`src/rtl/auth_pkg.sv`:
```
// Credential tables, state encoding and sizing helpers
// shared by the login controller and its digit matcher.
package auth_pkg;

    typedef enum logic [1:0] {
        ST_IDLE   = 2'd0,
        ST_PSWD   = 2'd1,
        ST_AUTH   = 2'd2,
        ST_LOCKED = 2'd3
    } auth_state_e;

    localparam int TBL_USERS = 4;
    localparam int TBL_ID    = 4;
    localparam int TBL_PSWD  = 6;
    localparam int TU_W      = $clog2(TBL_USERS);
    localparam int TI_W      = $clog2(TBL_ID);
    localparam int TP_W      = $clog2(TBL_PSWD);

    localparam logic [3:0] ID_TABLE [TBL_USERS][TBL_ID] = '{
        '{4'h8, 4'h5, 4'h2, 4'h2},
        '{4'h4, 4'h7, 4'h0, 4'h0},
        '{4'h5, 4'h9, 4'h2, 4'h8},
        '{4'h2, 4'h0, 4'h7, 4'h1}
    };

    localparam logic [3:0] PSWD_TABLE [TBL_USERS][TBL_PSWD] = '{
        '{4'hA, 4'h5, 4'h4, 4'hE, 4'h3, 4'h2},
        '{4'hE, 4'hE, 4'hE, 4'h4, 4'h2, 4'h0},
        '{4'hF, 4'h2, 4'h4, 4'h6, 4'h3, 4'h0},
        '{4'hA, 4'hA, 4'hB, 4'h4, 4'h3, 4'h1}
    };

    function automatic int max_i(input int a, input int b);
        return (a > b) ? a : b;
    endfunction

    // Bits to hold 0..n inclusive, never less than one.
    function automatic int cnt_w(input int n);
        return (n < 1) ? 1 : $clog2(n + 1);
    endfunction

    // Positions outside the stored table read as digit 0.
    function automatic logic [3:0] id_digit(input int u, input int d);
        if (u >= 0 && u < TBL_USERS && d >= 0 && d < TBL_ID)
            return ID_TABLE[TU_W'(u)][TI_W'(d)];
        return 4'h0;
    endfunction

    function automatic logic [3:0] pswd_digit(input int u, input int d);
        if (u >= 0 && u < TBL_USERS && d >= 0 && d < TBL_PSWD)
            return PSWD_TABLE[TU_W'(u)][TP_W'(d)];
        return 4'h0;
    endfunction

endpackage

```
`src/rtl/auth_digit_matcher.sv`:
```
// Per-user ID match tracking with lowest-index
// selection of the surviving candidate.
module auth_digit_matcher
    import auth_pkg::*;
#(
    parameter int NUM_USERS = 4,
    parameter int DIGIT_W   = 4,
    parameter int POS_W     = 3,
    parameter int USER_W    = 3
) (
    input  logic               i_clk,
    input  logic               i_rst_n,
    input  logic               i_clear,
    input  logic               i_enter,
    input  logic [DIGIT_W-1:0] i_digit,
    input  logic [POS_W-1:0]   i_pos,
    output logic               o_any,
    output logic [USER_W-1:0]  o_sel
);
    logic [NUM_USERS-1:0] r_match;
    logic [NUM_USERS-1:0] w_eq;
    logic [NUM_USERS-1:0] w_match_n;

    always_comb begin
        w_eq = '0;
        for (int u = 0; u < NUM_USERS; u++)
            w_eq[u] = (i_digit == DIGIT_W'(id_digit(u, int'(i_pos))));
    end

    assign w_match_n = r_match & w_eq;
    assign o_any     = |w_match_n;

    // Scan downward so the lowest matching index wins.
    always_comb begin
        o_sel = '0;
        for (int u = NUM_USERS - 1; u >= 0; u--)
            if (w_match_n[u]) o_sel = USER_W'(u);
    end

    always_ff @(posedge i_clk or negedge i_rst_n) begin
        if (!i_rst_n)     r_match <= '1;
        else if (i_clear) r_match <= '1;
        else if (i_enter) r_match <= w_match_n;
    end

endmodule

```
`src/rtl/param_user_authenticator.sv`:
```
// Multi-user hex-digit login controller with failure
// lockout and inter-digit entry timeout.
module param_user_authenticator
    import auth_pkg::*;
#(
    parameter int NUM_USERS      = 4,
    parameter int ID_DIGITS      = 4,
    parameter int PSWD_DIGITS    = 6,
    parameter int DIGIT_W        = 4,
    parameter int MAX_FAILS      = 3,
    parameter int LOCKOUT_CYCLES = 1000,
    parameter int TIMEOUT_CYCLES = 5000
) (
    input  logic                                          Clk,
    input  logic                                          Reset,
    input  logic [DIGIT_W-1:0]                            InputSwitches,
    input  logic                                          EnterPswd,
    input  logic                                          LogOutPulse,
    output logic                                          Successful,
    output logic [$clog2(NUM_USERS+1)-1:0]                PlayerID,
    output logic                                          IDVerified,
    output logic                                          Locked,
    output logic [1:0]                                    AuthState,
    output logic [cnt_w(max_i(ID_DIGITS,PSWD_DIGITS))-1:0] DigitCount,
    output logic [cnt_w(MAX_FAILS)-1:0]                   FailCount
);
    localparam int USER_W = $clog2(NUM_USERS + 1);
    localparam int DC_W   = cnt_w(max_i(ID_DIGITS, PSWD_DIGITS));
    localparam int FC_W   = cnt_w(MAX_FAILS);
    localparam int TO_W   = cnt_w(TIMEOUT_CYCLES);
    localparam int LK_W   = cnt_w(LOCKOUT_CYCLES);

    auth_state_e       r_state, w_state_n;
    logic [DC_W-1:0]   r_dcnt, w_dcnt_n;
    logic [FC_W-1:0]   r_fail, w_fail_n;
    logic              r_mis, w_mis_n, w_mis_cur;
    logic [USER_W-1:0] r_sel, w_sel_n, w_sel;
    logic [LK_W-1:0]   r_lock, w_lock_n;
    logic [TO_W-1:0]   r_idle;
    logic              r_succ, r_idv, r_lck;
    logic [USER_W-1:0] r_pid;
    logic              w_enter, w_any, w_tmo, w_idle_act;
    logic              w_last_id, w_last_pw, w_fail_evt;

    assign w_enter    = EnterPswd && !LogOutPulse;
    assign w_idle_act = (r_state == ST_IDLE && r_dcnt != '0) || r_state == ST_PSWD;
    assign w_tmo      = w_idle_act && (r_idle == TO_W'(TIMEOUT_CYCLES - 1));
    assign w_last_id  = (r_dcnt == DC_W'(ID_DIGITS - 1));
    assign w_last_pw  = (r_dcnt == DC_W'(PSWD_DIGITS - 1));

    auth_digit_matcher #(
        .NUM_USERS (NUM_USERS),
        .DIGIT_W   (DIGIT_W),
        .POS_W     (DC_W),
        .USER_W    (USER_W)
    ) u_matcher (
        .i_clk   (Clk),
        .i_rst_n (Reset),
        .i_clear (w_state_n != ST_IDLE || w_dcnt_n == '0),
        .i_enter (r_state == ST_IDLE && w_enter),
        .i_digit (InputSwitches),
        .i_pos   (r_dcnt),
        .o_any   (w_any),
        .o_sel   (w_sel)
    );

    always_comb begin
        w_state_n  = r_state;
        w_dcnt_n   = r_dcnt;
        w_fail_n   = r_fail;
        w_mis_n    = r_mis;
        w_sel_n    = r_sel;
        w_lock_n   = r_lock;
        w_fail_evt = 1'b0;
        w_mis_cur  = r_mis | (InputSwitches !=
                     DIGIT_W'(pswd_digit(int'(r_sel), int'(r_dcnt))));
        case (r_state)
            ST_IDLE: begin
                if (LogOutPulse) begin
                    w_dcnt_n = '0;
                end else if (w_enter) begin
                    if (!w_last_id) begin
                        w_dcnt_n = r_dcnt + 1'b1;
                    end else if (w_any) begin
                        w_state_n = ST_PSWD;
                        w_sel_n   = w_sel;
                        w_dcnt_n  = '0;
                        w_mis_n   = 1'b0;
                    end else begin
                        w_fail_evt = 1'b1;
                    end
                end else if (w_tmo) begin
                    w_dcnt_n = '0;
                end
            end
            ST_PSWD: begin
                if (LogOutPulse || (!w_enter && w_tmo)) begin
                    w_state_n = ST_IDLE;
                    w_dcnt_n  = '0;
                    w_mis_n   = 1'b0;
                end else if (w_enter) begin
                    if (!w_last_pw) begin
                        w_dcnt_n = r_dcnt + 1'b1;
                        w_mis_n  = w_mis_cur;
                    end else if (!w_mis_cur) begin
                        w_state_n = ST_AUTH;
                        w_dcnt_n  = '0;
                        w_fail_n  = '0;
                        w_mis_n   = 1'b0;
                    end else begin
                        w_fail_evt = 1'b1;
                    end
                end
            end
            ST_AUTH: begin
                if (LogOutPulse) w_state_n = ST_IDLE;
            end
            ST_LOCKED: begin
                if (r_lock == '0) begin
                    w_state_n = ST_IDLE;
                    w_fail_n  = '0;
                end else begin
                    w_lock_n = r_lock - 1'b1;
                end
            end
            default: w_state_n = ST_IDLE;
        endcase
        if (w_fail_evt) begin
            w_dcnt_n = '0;
            w_mis_n  = 1'b0;
            w_fail_n = r_fail + 1'b1;
            if (r_fail == FC_W'(MAX_FAILS - 1)) begin
                w_state_n = ST_LOCKED;
                w_lock_n  = LK_W'(LOCKOUT_CYCLES - 1);
            end else begin
                w_state_n = ST_IDLE;
            end
        end
    end

    always_ff @(posedge Clk or negedge Reset) begin
        if (!Reset) begin
            r_state <= ST_IDLE;
            r_dcnt  <= '0;
            r_fail  <= '0;
            r_mis   <= 1'b0;
            r_sel   <= '0;
            r_lock  <= '0;
            r_idle  <= '0;
            r_succ  <= 1'b0;
            r_pid   <= '0;
            r_idv   <= 1'b0;
            r_lck   <= 1'b0;
        end else begin
            r_state <= w_state_n;
            r_dcnt  <= w_dcnt_n;
            r_fail  <= w_fail_n;
            r_mis   <= w_mis_n;
            r_sel   <= w_sel_n;
            r_lock  <= w_lock_n;
            // Idle time restarts on any accepted digit or leaving entry.
            if (!w_idle_act || w_enter || LogOutPulse || w_tmo)
                r_idle <= '0;
            else
                r_idle <= r_idle + 1'b1;
            r_succ  <= (w_state_n == ST_AUTH);
            r_pid   <= (w_state_n == ST_AUTH) ? w_sel_n + 1'b1 : '0;
            r_idv   <= (w_state_n == ST_PSWD) || (w_state_n == ST_AUTH);
            r_lck   <= (w_state_n == ST_LOCKED);
        end
    end

    assign Successful = r_succ;
    assign PlayerID   = r_pid;
    assign IDVerified = r_idv;
    assign Locked     = r_lck;
    assign AuthState  = r_state;
    assign DigitCount = r_dcnt;
    assign FailCount  = r_fail;

endmodule

```
`config.mk`:
```
export PLATFORM = sky130hd
export DESIGN_NAME = param_user_authenticator
export DESIGN_NICKNAME = d
export VERILOG_FILES = /design/src/rtl/auth_pkg.sv /design/src/rtl/auth_digit_matcher.sv /design/src/rtl/param_user_authenticator.sv
export SDC_FILE = /design/constraint.sdc
export NUM_CORES = 1
export LEC_CHECK = 0
export ABC_AREA = 1
export BUFFER_PORTS_ARGS = -buffer_cell sky130_fd_sc_hd__buf_2
export CORE_MARGIN = 4
export CORE_UTILIZATION = 35
export CTS_CLUSTER_DIAMETER = 100
export CTS_CLUSTER_SIZE = 24
export DETAILED_ROUTE_END_ITERATION = 8
export PLACE_DENSITY = 0.52
export SLEW_MARGIN = 25
export SYNTH_ARGS = -nofsm -noshare
export SYNTH_HDL_FRONTEND = slang
export SYNTH_SLANG_ARGS = --single-unit
```
`constraint.sdc`:
```
create_clock -name Clk -period 2.9 [get_ports Clk]
set_clock_uncertainty 0.1 [all_clocks]
set_input_delay 0.145 -clock Clk [delete_from_list [all_inputs] [get_ports Clk]]
set_output_delay 0.145 -clock Clk [all_outputs]
set_load 0.005 [all_outputs]
```
==> summary.txt <==
GRT
  • Largest net degree at the start of global routing: 45
  • Met1 Use GR: 19.0%
  • Met3 Use GR: 2.81%
  • GRT Residual Overflow: 0
  • Initial antenna violation count: 0
  • First-pass GRT wire length: 11,700 µm
  • Most used routing layer: met2
  • Met2 Use GR: 24.0%
  • Vias in the first global route: 2,444
  • Total GRT Usage: 14.8%

Synth
  • Ys async rst share: 100%
  • Syn_nets: 418
  • Yosys top cell area share: 34.0%
  • Mapped cell area: 2940 µm²
  • Synth Area per Inst: 7.44 µm²
  • Gate Count Post-Synth: 395
  • Top cells by count, synth: nand2_1 (88), inv_1 (54), nor2_1 (41)
  • Most frequent cell after synthesis: nand2_1
  • Post-synthesis sequential area ratio: 37.6%
  • Dominant synthesized flop cell: dfrtp_1
  • Largest cells by area after synthesis: dfrtp_1 (34%), nand2_1 (11%), inv_1 (6.9%)
  • Number of synthesized flops with an enable pin: 0
  • #FFs+latches synth: 44
  • Dominant cell type by area after synthesis: dfrtp_1
  • YS warnings: 0
  • Synth unique cells: 36

Routing
  • Via/cell ratio: 4.82
  • DR iter-0 viols: 83
  • Antenna Violating Nets Remaining: 0
  • Via count: 2,557
  • # DRC: 0
  • DRT Pass-1 Iters: 4
  • Wire per inst: 12.9 µm
  • WL final: 6850 µm

Timing
  • Crit path time final: 2.69 ns
  • Final-report max-slew violation count: 0
  • Final setup violation count: 0
  • RSZ-0062 raised after global routing: false
  • FMAX: 0.372 GHz
  • Hold Vio Cnt, Final: 0
  • Final cycle utilization of the critical path: 92.8%
  • Slew @ Worst Pin: 0.561 ns
  • Setup_tns: 0 ns
  • Slew margin rel.: 62.6%

Die
  • Die X-Extent: 99.7 µm
  • Die Footprint: 9930 µm²
  • Row count: 33
  • Core Area: 8180 µm²
  • Initial Util: 36.0%
  • Die Y-Extent: 99.7 µm
  • # IOs: 21

Worst setup path
  • Crit Path Max Fanout: 8
  • Startpoint Class: register
  • Worst setup endpoint: PlayerID[2]$_DFF_PN0_
  • Crit path DAT: 2.81 ns
  • Worst R2R Setup Slack: 0.21 ns
  • CP Capture Type: register
  • Crit path launch: DigitCount[0]$_DFF_PN0_
  • CP Class: register to register
  • RR Endpoint: PlayerID[2]$_DFF_PN0_
  • Critical Path RT: 3.02 ns
  • R2R depth: 14
  • R2R Path Start: DigitCount[0]$_DFF_PN0_

Pwr
  • Flop pwr share: 38.6%
  • Power after layout: 2.32 mW
  • Power share of the combinational group: 45.3%
  • Net switching power: 1.02 mW
  • Switching part of the total: 43.8%
  • Pleak: 1.66 nW
  • VDD IR max: 0.237 mV
  • Internal Power: 1.31 mW
  • PD cells: 709 nW/µm²
  • Clk pwr share: 16.1%

Flow run
  • Max cap viols: 0

Layout
  • Multi-input logic area: 1560 µm²
  • Number of diodes: 0
  • Layout Nets: 448
  • Layout area overhead: 11.5%
  • Share of cells above drive strength 1: 17.6%
  • Reg area: 1110 µm²
  • Fill cells: 862

Outcome
  • Status: completed

Clock tree
  • Htree depth: 2
  • Max clock buf depth: 2
  • CTS buffer count: 5
  • CTS Sinks: 44
  • Worst-path clk slew: 0.08 ns
  • Root Driver: clkbuf_8
  • Clk Latency, worst-skew pair: 0.29 ns
  • CTS tree: done

Placed design
  • Final GP Congestion: 0.928
  • I/O Buffers: 20
  • Detailed Place HPWL: 5430 µm

Hold path
  • Worst Hold Class: primary input to register
## final cells by class
class	instances	area share (%)
multi-input combinational	284	47.5
sequential	44	33.7
timing repair buffer	28	5.04
clock inverter	1	0.153
inverter	62	7.25
tap	105	4.01
clock buffer	7	2.33
## worst max-delay path, stage by stage (launching register included)
cell	delay, ns
dfrtp_1	0.47
buf_4	0.21
ha_1	0.23
nand3_1	0.12
nand3_1	0.09
a21oi_1	0.12
nand2_1	0.15
nand4_1	0.21
nand2_4	0.11
nand2_4	0.12
inv_2	0.08
a21oi_2	0.17
ha_2	0.25
o21ai_0	0.09
a21oi_1	0.12
## repair_timing
item | CTS | global route
endpoints found under the setup margin | 0 | 2
hold buffers | 1 | 0
endpoints found under the hold margin | 40 | 0
gates resized for setup | 0 | 2
buffers inserted | 0 | 1
## how the worst min path moves through the flow
| stage | from | endpoint | slack [ns] | cells after the start |
|---|---|---|---|---|
| after global routing | InputSwitches[3] | u_matcher.r_match[3]$_DFFE_PN1P_ | 0.23 | 6 |
| after floorplan | Reset | AuthState[0]$_DFF_PN0_ | -0.25 | 0 |
| after global placement | Reset | DigitCount[1]$_DFF_PN0_ | 0.28 | 1 |
| final | InputSwitches[3] | u_matcher.r_match[2]$_DFFE_PN1P_ | 0.19 | 6 |
| after detailed placement | Reset | DigitCount[2]$_DFF_PN0_ | 0.27 | 1 |
| after CTS | InputSwitches[3] | u_matcher.r_match[3]$_DFFE_PN1P_ | 0.18 | 6 |
## through the flow
step           std cells  util, %  hold slack, ns  area [µm²]  setup slack [ns]
2_1_floorplan        395        -          -0.251        2940             0.611
3_3_place_gp         521     38.8           0.279        3170             0.238
4_1_cts              530     39.9           0.180        3270             0.157
5_1_grt              531     40.1           0.230        3280            0.0171
6_report             531     40.1           0.195        3280             0.209
3_5_place_dp         521     38.8           0.274        3170             0.182
## state kept, by name, summed over array words and instances (netlist names)
register	count
DigitCount	3
r_mis	1
r_lock	10
FailCount	2
IDVerified	1
AuthState	2
Successful	1
u_matcher.r_match	4
Locked	1
PlayerID	3
r_idle	13
r_sel	3
## power by group through the flow
stage	sequential, mW	combinational, mW	clock (mW)
6_report	0.897	1.05	0.374
5_1_grt	0.922	1.20	0.425
4_1_cts	0.898	1.06	0.392
3_5_place_dp	0.909	1.05	0
3_3_place_gp	0.907	1.07	0
2_1_floorplan	0.858	0.781	0
## metal layers
layer  share of wire (%)  vias up  routed length [µm]
met4                 2.5        0                 172
met5                   0        -                   0
met3                 2.9       14                 198
li1                    -     1335                   -
met2                  47       36                3250
met1                  47     1172                3230
## kinds of logic (layout without fill, tap and decap cells)
| family | Yosys count | in the layout | synth area share (%) |
|---|---|---|---|
| flops | 44 | 44 | 37.6 |
| compound gates | 54 | 54 | 10.4 |
| simple gates | 209 | 209 | 34.3 |
| buf+inv | 67 | 98 | 9.53 |
| xor+xnor | 6 | 6 | 1.79 |
| fa+ha+maj | 15 | 15 | 6.38 |
## cells in the final DEF (no fill, tap or decap), types with 2 or more instances in the layout
cell type | Yosys | routed
a21oi_1 | 17 | 17
a21oi_2 | 4 | 4
buf_2 | 1 | 19
buf_4 | 0 | 8
clkbuf_1 | 1 | 2
clkbuf_8 | 0 | 5
dfrtp_1 | 40 | 40
dfstp_2 | 4 | 4
ha_1 | 15 | 14
inv_1 | 54 | 53
inv_2 | 6 | 7
inv_4 | 2 | 2
nand2_1 | 88 | 88
nand2_2 | 6 | 6
nand2_4 | 2 | 2
nand3_1 | 31 | 31
nand3_2 | 5 | 5
nand4_1 | 10 | 10
nor2_1 | 41 | 41
nor2_2 | 4 | 4
nor2_4 | 2 | 2
nor3_1 | 8 | 8
nor3b_1 | 6 | 6
nor4_1 | 2 | 2
o211ai_1 | 3 | 3
o21ai_0 | 22 | 22
o21ai_1 | 3 | 3
xor2_1 | 6 | 6
No activity file was read; power rests on OpenSTA's default activity.
